==> config.mk <==
export PLATFORM = sky130hd
export DESIGN_NAME = mult_arbiter
export DESIGN_NICKNAME = d
export VERILOG_FILES = /design/src/rtl/mult_arbiter_pkg.sv /design/src/rtl/mult_arbiter_core.sv /design/src/rtl/mult_arbiter.sv
export SDC_FILE = /design/constraint.sdc
export NUM_CORES = 1
export LEC_CHECK = 0
export ABC_CLOCK_PERIOD_IN_PS = 2400
export CAP_MARGIN = 20
export CELL_PAD_IN_SITES_DETAIL_PLACEMENT = 1
export CELL_PAD_IN_SITES_GLOBAL_PLACEMENT = 1
export CORE_MARGIN = 3
export CORE_UTILIZATION = 43
export CTS_BUF_LIST = sky130_fd_sc_hd__clkbuf_8
export CTS_CLUSTER_SIZE = 24
export DETAILED_ROUTE_END_ITERATION = 8
export PLACE_DENSITY_LB_ADDON = 0.1
export SYNTH_ARGS = -nofsm -noshare
export SYNTH_HDL_FRONTEND = slang
export SYNTH_HIERARCHICAL = 1
export SYNTH_SLANG_ARGS = --single-unit
==> constraint.sdc <==
create_clock -name clk -period 2.4 [get_ports clk]
set_input_delay 0.36 -clock clk [delete_from_list [all_inputs] [get_ports clk]]
set_output_delay 0.36 -clock clk [all_outputs]
set_load 0.05 [all_outputs]
==> src/rtl/mult_arbiter_pkg.sv <==
// Shared types for the two-requester shared-multiplier arbiter.
// Holds the FSM state enum, the requester index type and the default operand width.
package mult_arbiter_pkg;

  localparam int DEFAULT_WIDTH = 6;

  typedef enum logic [1:0] {
    IDLE = 2'd0,
    RUN  = 2'd1,
    DONE = 2'd2
  } state_t;

  typedef logic idx_t;

  function automatic logic [1:0] idx_onehot(input idx_t idx);
    return idx ? 2'b10 : 2'b01;
  endfunction

endpackage

==> src/rtl/mult_arbiter_core.sv <==
// mult_core: sequential shift-add multiplier, one step per cycle, multiplier LSB first.
// load clears the accumulator; done rises once WIDTH steps have been applied.
module mult_core
  import mult_arbiter_pkg::*;
#(
  parameter int WIDTH = DEFAULT_WIDTH
) (
  input  logic                 clk,
  input  logic                 rst_n,
  input  logic                 load,
  input  logic                 step,
  input  logic [WIDTH-1:0]     a,
  input  logic [WIDTH-1:0]     b,
  output logic [2*WIDTH-1:0]   product,
  output logic                 done
);

  localparam int CW = $clog2(WIDTH + 1);

  logic [2*WIDTH-1:0] acc;
  logic [2*WIDTH-1:0] mcand;
  logic [WIDTH-1:0]   mplier;
  logic [CW-1:0]      count;

  // The multiplicand shifts left as the multiplier shifts right, so bit i of b adds a<<i.
  always_ff @(posedge clk or negedge rst_n) begin
    if (!rst_n) begin
      acc    <= '0;
      mcand  <= '0;
      mplier <= '0;
      count  <= '0;
    end else if (load) begin
      acc    <= '0;
      mcand  <= {{WIDTH{1'b0}}, a};
      mplier <= b;
      count  <= '0;
    end else if (step && !done) begin
      if (mplier[0]) begin
        acc <= acc + mcand;
      end
      mcand  <= mcand << 1;
      mplier <= mplier >> 1;
      count  <= count + CW'(1);
    end
  end

  assign done    = (count == CW'(WIDTH));
  assign product = acc;

endmodule

==> src/rtl/mult_arbiter.sv <==
// Two-requester arbiter in front of one shared sequential multiplier (FSM IDLE/RUN/DONE).
// Define MULT_ARBITER_FIXED_PRIO_EN for fixed priority (requester 0 wins ties); default is round-robin.
module mult_arbiter
  import mult_arbiter_pkg::*;
#(
  parameter int WIDTH = DEFAULT_WIDTH
) (
  input  logic                 clk,
  input  logic                 rst_n,
  input  logic [1:0]           req,
  input  logic [WIDTH-1:0]     a0,
  input  logic [WIDTH-1:0]     b0,
  input  logic [WIDTH-1:0]     a1,
  input  logic [WIDTH-1:0]     b1,
  output logic [1:0]           ack,
  output logic [2*WIDTH-1:0]   out,
  output logic [1:0]           out_valid,
  input  logic [1:0]           out_ready,
  output logic                 busy
);

  state_t             state;
  state_t             next_state;
  idx_t               grant;
  idx_t               next_grant;
  logic               load;
  logic               step;
  logic               core_done;
  logic [2*WIDTH-1:0] product;

`ifndef MULT_ARBITER_FIXED_PRIO_EN
  idx_t               last_grant;
`endif

  // Tie-break: fixed build always favours requester 0, default build alternates.
  always_comb begin
    next_grant = 1'b0;
    unique case (req)
      2'b01:   next_grant = 1'b0;
      2'b10:   next_grant = 1'b1;
`ifdef MULT_ARBITER_FIXED_PRIO_EN
      2'b11:   next_grant = 1'b0;
`else
      2'b11:   next_grant = ~last_grant;
`endif
      default: next_grant = 1'b0;
    endcase
  end

  always_ff @(posedge clk or negedge rst_n) begin
    if (!rst_n) begin
      state <= IDLE;
    end else begin
      state <= next_state;
    end
  end

  always_comb begin
    next_state = state;
    unique case (state)
      IDLE:    if (req != 2'b00)    next_state = RUN;
      RUN:     if (core_done)       next_state = DONE;
      DONE:    if (out_ready[grant]) next_state = IDLE;
      default: next_state = IDLE;
    endcase
  end

  always_comb begin
    busy = (state != IDLE);
    load = (state == IDLE) && (req != 2'b00);
    step = (state == RUN);
  end

  // Handshake registers: ack pulses for one cycle, out/out_valid load as DONE is entered.
  always_ff @(posedge clk or negedge rst_n) begin
    if (!rst_n) begin
      ack        <= 2'b00;
      out_valid  <= 2'b00;
      out        <= '0;
      grant      <= 1'b0;
`ifndef MULT_ARBITER_FIXED_PRIO_EN
      last_grant <= 1'b1;
`endif
    end else begin
      ack <= 2'b00;
      unique case (state)
        IDLE: begin
          if (req != 2'b00) begin
            ack        <= idx_onehot(next_grant);
            grant      <= next_grant;
`ifndef MULT_ARBITER_FIXED_PRIO_EN
            last_grant <= next_grant;
`endif
          end
        end
        RUN: begin
          if (core_done) begin
            out       <= product;
            out_valid <= idx_onehot(grant);
          end
        end
        DONE: begin
          if (out_ready[grant]) begin
            out_valid <= 2'b00;
          end
        end
        default: ;
      endcase
    end
  end

  mult_core #(
    .WIDTH(WIDTH)
  ) u_core (
    .clk     (clk),
    .rst_n   (rst_n),
    .load    (load),
    .step    (step),
    .a       (next_grant ? a1 : a0),
    .b       (next_grant ? b1 : b0),
    .product (product),
    .done    (core_done)
  );

endmodule

== After elaboration in Yosys (flattened, before gate mapping) ==
Index checks and enable logic that the tools add are counted.

* Bits in registers: 53
* Input port bits: 30
* Output and inout port bits: 17
* Word-level logic and storage cells: 60

* $add $sub $neg: 2
* $lt $le $gt $ge: 1
* Equality and inequality tests: 8
* Multiplexer cells: 24
* Bitwise operators: 1
* Reduce and logical (&&, ||, !) cells: 14

{| class="wikitable"
|+ Operator list
! operator !! number
|-
| 2-to-1 mux 12 bit || 5
|-
| 2-to-1 mux 6 bit || 4
|-
| 2-to-1 mux 2 bit || 8
|-
| adder 12 bit || 1
|-
| nonzero test 2 bit || 5
|-
| == test 2 bit, second input constant || 3
|-
| 2-to-1 mux 3 bit || 2
|-
| case mux 2 bit (3 select lines) || 1
|-
| AND reduction 2 bit || 3
|-
| AND reduction 3 bit || 2
|-
| inequality test 2 bit, second input constant || 2
|-
| case mux 2 bit (2 select lines) || 1
|-
| adder 3 x 1 -> 3 bit, second input constant || 1
|-
| == test 3 bit, second input constant || 1
|-
| == test 2 x 1 -> 1 bit, second input constant || 1
|-
| logical AND 1 bit || 2
|-
| zero test 2 bit || 1
|-
| less-than comparator 1 x 2 -> 1 bit, second input constant || 1
|-
| 2-to-1 mux 1 bit || 2
|-
| inequality test 2 x 1 -> 1 bit, second input constant || 1
|-
| case mux 1 bit (2 select lines) || 1
|-
| zero test 1 bit || 1
|-
| inverter 1 bit || 1
|}

== Longest topological paths before layout ==
Gate-level depths: netlist of run 1.

* Depth after elaboration: 5
* Depth in mapped cells: 9
* Gate-level depth less buffers: 7

== By module ==
Netlist of run 1, hierarchy kept.

{| class="wikitable"
|+ Modules (own cells, without submodules)
! module !! instances !! cells each !! area each (um2) !! sequential area each (um2)
|-
| mult_core || 1 || 214 || 1996.9 || 825.8
|-
| mult_arbiter || 1 || 69 || 969.7 || 501.7
|}

== Worst setup path before layout of run 1 ==
No wires, ideal clock.

* Path kind: reg2reg
* From: register u_core.acc[0], in the netlist u_core/product[0]
* To: register u_core.acc[10], in the netlist u_core/product[10]
* Library setup time: 0.120 ns
* Arrival: 1.866 ns
* Required time: 2.280 ns
* Slack: 0.414 ns
* Stages on the path, launching flop included: 8
* Buffers on the path: 0
* Period minus slack after synthesis: 1.986 ns
* Cell sequence: dfrtp_1 -> ha_1 -> fa_1 -> a21oi_2 -> o221ai_2 -> a211oi_2 -> mux2i_1 -> a31o_1

* Cells in the longest elaborated chain, start to end: 4

{| class="wikitable"
|+ Ends and longest elaborated chain
! what !! line !! RTL
|-
| from (decl) || mult_arbiter_core.sv:20 || <nowiki>logic [2*WIDTH-1:0] acc;</nowiki>
|-
| from (signal assigned) || mult_arbiter_core.sv:39 || <nowiki>acc <= acc + mcand;</nowiki>
|-
| adder 12 bit || mult_arbiter_core.sv:39 ||
|-
| 2-to-1 mux 12 bit || mult_arbiter_core.sv:38 || <nowiki>if (mplier[0]) begin</nowiki>
|-
| 2-to-1 mux 12 bit || mult_arbiter_core.sv:37 || <nowiki>end else if (step && !done) begin</nowiki>
|-
| 2-to-1 mux 12 bit || mult_arbiter_core.sv:32 || <nowiki>end else if (load) begin</nowiki>
|}

Every way passes these cells. The select of a mux whose other input is x is not followed.
A chain may end at the register's enable or synchronous reset.

== Final worst setup path of run 1 ==
* From: register state[0]
* To: output busy

* Cells in the longest elaborated chain, start to end: 1

{| class="wikitable"
|+ Ends and longest elaborated chain
! what !! line !! RTL
|-
| from (decl) || mult_arbiter.sv:22 || <nowiki>state_t state;</nowiki>
|-
| from (signal assigned) || mult_arbiter.sv:54 || <nowiki>state <= next_state;</nowiki>
|-
| nonzero test 2 bit || mult_arbiter.sv:69 || <nowiki>busy = (state != IDLE);</nowiki>
|-
| to (decl) || mult_arbiter.sv:19 || <nowiki>output logic busy</nowiki>
|}

Every way passes these cells.

==> out/results.ini, run 1 <==
[route]
wl_um = 6430
drt-wirelength-per-cell_um = 15.7
drt_pre_antenna_iters = 4
viasPerCell = 5.51
final_antenna_net_count = 0
drc_viols = 0
drt_iter0_markers = 68
detailroute.via_count = 2252

[synthesis]
syn-instance-count = 283
synth_sequential_area_ratio_pct = 44.7
synth_ff_type = dfrtp_1
synth_area_sq_um = 2970
synthTopCellsByCount = 52 x dfrtp_1, 47 x nand2_1, 20 x a21oi_1, 20 x mux2_2, 13 x ha_1
synthDominantCellAreaShare_pct = 43.9
synth-async-reset-ratio_pct = 100
yosys-top-cells-area = dfrtp_1 44%, mux2_2 7.6%, nand2_1 5.9%, ha_1 5.5%, mux2i_1 4.0%
ys_ff_latch = 53
synth-edff-count = 0
ys_warn_count = 6
synth.lib_cells_used.distinct = 55
syn_nets = 327
syn-mean-instance-area_sq_um = 10.5
netlist.top_cell.by_area = dfrtp_1
yosys.cell_count.top_type = dfrtp_1

[pwr]
power_per_cell_area_nw_per_um2 = 1240
leakage_nw = 1.63
max-vdd-ir-drop_v = 0.000584
fin_total_pwr_mw = 4.51

[clock_tree]
cts.repair_timing.setup_buffer_count = 0
cts_inserted_buffers = 5
insertion_delay_ns = 0.31
cts_hold_repair.buffers = 0
postCtsResizedCells = 0
clockBufferDepth = 2
clk_transition_reported_paths_ns = 0.10
ctsHtreeMaxLevel = 2
tritoncts_clock_tree = built
clock_sink_count = 53
cts_root_buf = clkbuf_8

[global_routing]
grt_start_max_net_pins = 34
first_pass_grt_wire_length_um = 10800
grt_remaining_overflow = 0
grt_antenna_before_repair = 0
grtUsageTotal_pct = 17.4
grt_pass1_vias = 2318

[floorplanning]
start_util_pct = 45.4
die_width_um = 89.1
floorplan.die_area_sq_um = 7930
io_pins = 47
die_h_um = 89.1
floorplan_core_area_sq_um = 6530
std_cell_rows = 29

[placed_design]
numPlacedInstances = 401
port_buf_inserts = 46
routabilityCongestion = 0.799
place.detailed.hpwl_um = 4760
placement_stage_cell_area_sq_um = 3520
place_worst_setup_slack_ns = 0.241

[worst_setup_path]
cp_max_fo = 6
cp.required_ns = 2.04
startpoint_type = flip-flop
critPathArrivalTime_ns = 1.86
max_stage_delay_ns = 0.70
timing.critical_path.slowest_stage_cell = clkdlybuf4s50_1
crit_chain = nor2_1, inv_1, clkdlybuf4s50_1
worstSetupPathType = flip-flop to primary output
cp-end-kind = primary output

[sta]
slew_violations = 0
clock-skew-final_ns = 0.00973
hold_ws_ns = 0.0479
layout_setup_ws_ns = 0.175
layout_worst_path_cycle_share_pct = 92.7
grt_setup_unrepaired = false
timing.slew.headroom_pct = 58.5
clock.fmax_ghz = 0.449
final_period_minus_worst_setup_slack_ns = 2.22
final-setup-viol-count = 0
actual_transition_at_the_worst_max_transition_pin_ns = 0.623
timing_hold_violations_final = 0
setup_total_negative_slack_ns = 0

[cells_and_area]
fin_area_sq_um = 3640
finish.net_count = 375
drive_above_1_share_pct = 16.3
antennaDiodeCount = 0
areaGrowthSynthToFinish_pct = 22.6
n_fill_cell = 740
postLayoutCoreUtil_pct = 55.7
stdcell_count = 409

[run_status]
outcome = completed

[min_path]
holdCritPathClass = input pin to async pin

[run]
drv_cap = 0

## sequential cells by signal (all words and copies together) (netlist names)
| name | flops |
|---|---|
| u_core/mcand | 12 |
| ack | 2 |
| out_valid | 2 |
| u_core/count | 3 |
| grant | 1 |
| out | 12 |
| u_core/mplier | 6 |
| state | 2 |
| last_grant | 1 |
| u_core/product | 12 |
## cell usage in the layout, fill, tap and decap left out, types with 2 or more instances in the layout
cell             count
clkbuf_8             5
and4_1               2
nand2_1             47
a21oi_2              2
inv_1                4
a211oi_1             3
nor3_1               3
nor2_1               7
xor2_1               3
o21ai_0              4
nor4b_1              3
o21ai_1             12
o21a_1               3
mux2_4               5
and2_1               4
o22ai_1              3
a211oi_2             2
ha_1                13
xnor2_1              3
nor4_1               2
a31oi_1              4
or3_1                2
mux2i_1             12
nand3_1              5
a21oi_1             20
clkdlybuf4s50_1     45
nand2b_1             3
nor2b_1              3
nand4_1              2
buf_4                7
dfrtp_1             52
mux2_2              20
## critical path, delay by kind of cell, from the launching register on
kind / cells / cell delay (ns)
AND/OR/NAND/NOR: 1 / 0.31
flip-flops: 1 / 0.46
buffers and inverters: 2 / 0.77
## metal layers
layer / vias to the layer above / GRT usage (%) / wire length [um]
met1: 1102 / 22.2 / 3000
li1: 1111 / - / -
met4: 0 / 4.74 / 73
met3: 6 / 3.23 / 192
met2: 33 / 30.4 / 3160
met5: - / 0 / 0
## power breakdown
part           leakage, nW  internal, mW  total [mW]  switching (mW)
sequential           0.683          1.24        1.52           0.278
combinational        0.897         0.983        2.36            1.38
clock               0.0543         0.313       0.621           0.308
## logic make-up after synthesis
logic type      synth area share [%]
fa+ha+maj                       6.16
xor+xnor                        1.77
flops                           44.7
compound gates                  15.4
buf+inv                         2.95
mux                             14.6
simple gates                    14.4
## worst paths after layout
kind / startpoint / end / slack, ns / cells past startpoint
max in group asynchronous: rst_n / u_core/product[5] / 1.78 / 2
setup reg to reg: u_core/product[0] / u_core/product[10] / 0.23 / 7
min in group clk: out[7] / out[7] / 0.51 / 1
hold reg to reg: out[7] / out[7] / 0.51 / 1
hold / removal: rst_n / state[0] / 0.05 / 1
setup / recovery: state[0] / busy / 0.18 / 3
## final cells by class
cell class	instances	area, sq um	area share (%)
Sequential cell	53	1330	36.5
Multi-Input combinational cell	212	1550	42.7
Timing Repair Buffer	54	528	14.5
Tap cell	77	96.3	2.65
Inverter	5	18.8	0.516
Clock buffer	5	68.8	1.89
Clock inverter	3	46.3	1.27
No activity file was read; power rests on OpenSTA's default activity.
==> inputs of run 2 (changes only) <==
--- a/config.mk
+++ b/config.mk
@@ -7,14 +7,13 @@
 export LEC_CHECK = 0
 export ABC_CLOCK_PERIOD_IN_PS = 2400
 export CAP_MARGIN = 20
-export CELL_PAD_IN_SITES_DETAIL_PLACEMENT = 1
-export CELL_PAD_IN_SITES_GLOBAL_PLACEMENT = 1
 export CORE_MARGIN = 3
-export CORE_UTILIZATION = 43
+export CORE_UTILIZATION = 55
 export CTS_BUF_LIST = sky130_fd_sc_hd__clkbuf_8
 export CTS_CLUSTER_SIZE = 24
 export DETAILED_ROUTE_END_ITERATION = 8
-export PLACE_DENSITY_LB_ADDON = 0.1
+export HOLD_SLACK_MARGIN = 0.1
+export PLACE_DENSITY = 0.82
 export SYNTH_ARGS = -nofsm -noshare
 export SYNTH_HDL_FRONTEND = slang
 export SYNTH_HIERARCHICAL = 1
==> run 2 against run 1 <==
Global-route usage grew 3.8 points; core utilization grew 14 points; non-clock buffer count is the same; final cell count shrank 1.7%; power shrank 3.9%; sequential power is essentially flat; count of clock-buffer cells in the layout is the same; final area shrank 1.4%; critical path type is now flip-flop to flip-flop; largest cell class unchanged; largest power group unchanged; highest routed layer unchanged.
==> out/results.ini, run 2 (synthesis results as in run 1) <==
[global_routing]
grtUsageTotal_pct = 21.3
grt_remaining_overflow = 0
grt_antenna_before_repair = 0
grt_start_max_net_pins = 41
grt_pass1_vias = 2311
first_pass_grt_wire_length_um = 10600

[worst_setup_path]
endpoint = u_core/product[10]
reg2regPathDepth = 7
r2r-start = u_core/product[0]
startpoint_type = flip-flop
regToRegEndpoint = u_core/product[10]
worstSetupPathType = flip-flop to flip-flop
critPathArrivalTime_ns = 2.40
cp-end-kind = flip-flop
worst_setup_sp = u_core/product[0]
reg_to_reg_slack_setup_ns = 0.19
cp_max_fo = 4
cp.required_ns = 2.59

[clock_tree]
cts_root_buf = clkbuf_8
clk_transition_reported_paths_ns = 0.09
insertion_delay_ns = 0.30
clockBufferDepth = 2
clock_sink_count = 53
tritoncts_clock_tree = built
ctsHtreeMaxLevel = 2
cts.repair_timing.setup_buffer_count = 0
cts_inserted_buffers = 5

[route]
viasPerCell = 5.63
drt-wirelength-per-cell_um = 15.1
drt_pre_antenna_iters = 4
final_antenna_net_count = 0
drt_iter0_markers = 117
detailroute.via_count = 2264
drc_viols = 0
wl_um = 6070

[floorplanning]
die_h_um = 79.4
std_cell_rows = 26
floorplan.die_area_sq_um = 6310
floorplan_core_area_sq_um = 5170
die_width_um = 79.4
start_util_pct = 57.4
io_pins = 47

[cells_and_area]
mostFrequentLayoutCell = dfrtp_1
antennaDiodeCount = 0
n_fill_cell = 393
most_frequent_cells_in_the_layout = 52 x dfrtp_1, 47 x nand2_1, 45 x clkdlybuf4s50_1
stdcell_count = 402
drive_above_1_share_pct = 15.7
areaGrowthSynthToFinish_pct = 20.9
finish.net_count = 375

[sta]
setup_total_negative_slack_ns = 0
actual_transition_at_the_worst_max_transition_pin_ns = 0.640
layout_worst_path_cycle_share_pct = 92.2
final_period_minus_worst_setup_slack_ns = 2.21
slew_violations = 0
hold_ws_ns = 0.506
clock-skew-final_ns = 0.0132
clock.fmax_ghz = 0.452
grt_setup_unrepaired = false
timing.slew.headroom_pct = 57.3
timing_hold_violations_final = 0
final-setup-viol-count = 0

[placed_design]
port_buf_inserts = 46
place.detailed.hpwl_um = 4470
numPlacedInstances = 393
routabilityCongestion = 0.841

[run_status]
outcome = completed

[run]
drv_cap = 0

[min_path]
holdCritPathClass = flip-flop to flip-flop

[pwr]
max-vdd-ir-drop_v = 0.000614
leakage_nw = 1.62
power_per_cell_area_nw_per_um2 = 1210

==> run 2: stage by stage <==
step           area (sq um)  power [mW]  util [%]  worst slack [ns]
2_1_floorplan          2970        3.24         -             0.414
3_5_place_dp           3490        3.87      67.5             0.103
5_1_grt                3590        4.65      69.3            0.0758
3_3_place_gp           3490        3.78      67.5             0.246
4_1_cts                3580        4.35      69.3             0.204
6_report               3590        4.33      69.3             0.188
==> run 2: worst min path at each step <==
stage | start | depth (start not counted) | slack [ns] | endpoint
after floorplan | rst_n | 0 | 0.06 | ack[0]
after global placement | rst_n | 1 | 0.41 | grant
after detailed placement | rst_n | 1 | 0.41 | ack[1]
after CTS | out[8] | 1 | 0.51 | out[8]
after global routing | out[7] | 1 | 0.52 | out[7]
final | out[8] | 1 | 0.51 | out[8]
==> run 2: report_power, final <==
group          switching [mW]  internal, mW  total (mW)
registers               0.274          1.24        1.52
logic                    1.38         0.963        2.34
clock network           0.274         0.197       0.471
==> run 2: cell type report <==
class	instances	area (sq um)	area share, %
timing repair buffer	54	518	14.4
tap	70	87.6	2.44
clock buffer	5	68.8	1.92
inverter	5	18.8	0.523
multi-input combinational	212	1550	43.3
clock inverter	3	12.5	0.349
sequential	53	1330	37.0
==> run 2: critical path, stage by stage, from the launching register on <==
cell and delay, ns:
dfrtp_1 0.41, ha_1 0.25, fa_1 0.43, a21oi_2 0.25, o221ai_2 0.17, a211oi_2 0.28, mux2i_1 0.11, a31o_1 0.19
==> run 2: routing by layer <==
| layer | wire (um) | vias to the layer above | global-route usage, % |
|---|---|---|---|
| met4 | 65 | 0 | 6.01 |
| met2 | 3040 | 58 | 37.1 |
| met5 | 0 | - | 0 |
| li1 | - | 1119 | - |
| met3 | 269 | 4 | 3.95 |
| met1 | 2700 | 1083 | 26.9 |
==> run 2: timing repair <==
item	in CTS	in global routing
resized for setup	0	1
hold endpoints to repair	24	0
hold buffers	1	0
endpoints found under the setup margin	0	1
==> inputs of run 3 (changes only) <==
--- a/config.mk
+++ b/config.mk
@@ -12,9 +12,9 @@
 export CTS_BUF_LIST = sky130_fd_sc_hd__clkbuf_8
 export CTS_CLUSTER_SIZE = 24
 export DETAILED_ROUTE_END_ITERATION = 8
+export GPL_ROUTABILITY_DRIVEN = 0
 export HOLD_SLACK_MARGIN = 0.1
-export PLACE_DENSITY = 0.82
+export PLACE_DENSITY = 0.83
 export SYNTH_ARGS = -nofsm -noshare
 export SYNTH_HDL_FRONTEND = slang
-export SYNTH_HIERARCHICAL = 1
 export SYNTH_SLANG_ARGS = --single-unit
==> run 3 against run 2 <==
Core utilization is 2.3 points higher; final area down 5.1%; sequential share of layout area up 2.0 points; largest power group unchanged; critical endpoint is now busy.
==> out/results.ini, run 3 <==
[run_status]
outcome = completed

[sta]
slew_violations = 0
clock-skew-final_ns = 0.00999
final-setup-viol-count = 0
timing.slew.headroom_pct = 66.4
setup_total_negative_slack_ns = 0
grt_setup_unrepaired = false
layout_worst_path_cycle_share_pct = 85.0
actual_transition_at_the_worst_max_transition_pin_ns = 0.503
timing_hold_violations_final = 0
clock.fmax_ghz = 0.490
final_period_minus_worst_setup_slack_ns = 2.04
layout_setup_ws_ns = 0.360

[min_path]
holdCritPathClass = flip-flop to flip-flop
hp-start = out[1]

[route]
final_antenna_net_count = 0
drt-wirelength-per-cell_um = 14.2
drt_iter0_markers = 166
drt_pre_antenna_iters = 4
drc_viols = 0
detailroute.via_count = 2139
viasPerCell = 5.61
wl_um = 5420

[floorplanning]
start_util_pct = 57.4
floorplan.die_area_sq_um = 5850
io_pins = 47
die_h_um = 76.5
floorplan_core_area_sq_um = 4750
std_cell_rows = 25
die_width_um = 76.5

[global_routing]
grt_antenna_before_repair = 0
grt_start_max_net_pins = 54
grt_pass1_vias = 2064
first_pass_grt_wire_length_um = 9470
grtUsageTotal_pct = 19.8
grt_remaining_overflow = 0

[worst_setup_path]
reg2regPathDepth = 9
cp.required_ns = 2.04
regToRegEndpoint = u_core.product[8]
max_stage_delay_ns = 0.70
endpoint = busy
cp-end-kind = primary output
cp_max_fo = 3
crit_chain = nor2_1, inv_1, clkdlybuf4s50_1
worst_setup_sp = state[1]
startpoint_type = flip-flop
timing.critical_path.slowest_stage_cell = clkdlybuf4s50_1
worstSetupPathType = flip-flop to primary output
reg_to_reg_slack_setup_ns = 0.39
critPathArrivalTime_ns = 1.68
r2r-start = u_core.product[0]

[pwr]
power_per_cell_area_nw_per_um2 = 1430
leakage_nw = 1.49
max-vdd-ir-drop_v = 0.000942
fin_total_pwr_mw = 4.87

[cells_and_area]
finish.net_count = 357
areaGrowthSynthToFinish_pct = 24.7
mostFrequentLayoutCell = dfrtp_1
antennaDiodeCount = 0
drive_above_1_share_pct = 11.8
most_frequent_cells_in_the_layout = 52 x dfrtp_1, 45 x clkdlybuf4s50_1, 42 x nand2_1

[clock_tree]
ctsHtreeMaxLevel = 2
cts_root_buf = clkbuf_8
clock_sink_count = 53
clockBufferDepth = 2
cts.repair_timing.setup_buffer_count = 0
cts_inserted_buffers = 5
insertion_delay_ns = 0.31
clk_transition_reported_paths_ns = 0.10
tritoncts_clock_tree = built

[synthesis]
synth_sequential_area_ratio_pct = 48.6
synth_area_sq_um = 2730
synthDominantCellAreaShare_pct = 47.7
netlist.top_cell.by_area = dfrtp_1
yosys.cell_count.top_type = dfrtp_1
ys_warn_count = 0
ys_ff_latch = 53
syn-instance-count = 267
syn_nets = 311
yosys-top-cells-area = dfrtp_1 48%, ha_1 6.0%, nand2_1 5.8%, mux2_2 4.1%, a211oi_1 3.3%
synth-edff-count = 0
synth-async-reset-ratio_pct = 100
syn-mean-instance-area_sq_um = 10.2
synth.lib_cells_used.distinct = 38
synthTopCellsByCount = 52 x dfrtp_1, 42 x nand2_1, 15 x o21ai_1, 14 x nand3_1, 13 x ha_1
synth_ff_type = dfrtp_1

[run]
drv_cap = 0

[placed_design]
place_worst_setup_slack_ns = 0.404
port_buf_inserts = 46
place.detailed.hpwl_um = 3870

run 3: cell types whose count changed after synthesis, moves of 4 or more:
cell / delta
a211oi_1: +9
nand2_1: -5
mux2_2: -10
nand3_1: +9
a22o_1: +6
clkbuf_1: -4
nor2b_1: +8
buf_2: +5
mux2i_1: -8
mux2_4: -5
a31oi_1: +7
a21oi_1: -11
run 3: through the flow:
step	hold slack, ns	util (%)	instance area, sq um	std cells
2_1_floorplan	0.0644	-	2730	267
3_3_place_gp	0.372	68.6	3260	372
3_5_place_dp	0.376	68.6	3260	372
4_1_cts	0.492	71.6	3400	381
5_1_grt	0.515	71.6	3400	381
6_report	0.487	71.6	3400	381
run 3: where the power goes:
part	total, mW	switching (mW)	internal [mW]
clock	0.702	0.288	0.414
sequential	1.58	0.289	1.29
combinational	2.58	1.56	1.02
run 3: worst max-delay path: cells and delay by family, from the launching register on:
kind | cells | cell delay (ns)
buf+inv | 2 | 0.76
flops | 1 | 0.41
simple gates | 1 | 0.20
run 3: cell families (layout without fill, tap and decap cells):
family | count (synthesis) | after routing | synth area share [%]
adder cells (fa/ha/maj) | 14 | 14 | 6.69
AO/OA/AOI/OAI | 72 | 72 | 17.9
flip-flops | 53 | 53 | 48.6
XOR/XNOR | 10 | 10 | 3.21
multiplexers | 15 | 15 | 6.00
buffers and inverters | 20 | 67 | 3.30
AND/OR/NAND/NOR | 83 | 83 | 14.3
run 3: timing repair:
item                                    in CTS  in global routing
endpoints found under the setup margin       0                  0
gates resized for setup                      0                  0
hold buffers                                 1                  0
endpoints found under the hold margin       52                  0
run 3: worst min-delay path by stage:
stage	slack [ns]	to	depth (start not counted)
after floorplan	0.06	ack[0]	0
after global placement	0.37	u_core.product[4]	2
after detailed placement	0.38	u_core.product[3]	2
after CTS	0.49	out[1]	2
after global routing	0.52	out[5]	1
final	0.49	out[1]	2
run 3: cell type report:
class                      count  area, sq um
fill                         372         1350
sequential                    53         1330
multi-input combinational    194         1320
timing repair buffer          52          515
tap                           67         83.8
clock buffer                   5         68.8
clock inverter                 3         65.1
inverter                       7         26.3
run 3: per-layer routing:
| metal | part of all wire (%) | routed length (um) | vias up | GRT usage (%) |
|---|---|---|---|---|
| li1 | - | - | 1043 | - |
| met1 | 46 | 2480 | 1041 | 27.1 |
| met2 | 49 | 2650 | 47 | 31.3 |
| met3 | 4.1 | 225 | 8 | 4.49 |
| met4 | 1.3 | 71 | 0 | 6.52 |
| met5 | 0 | 0 | - | 0 |
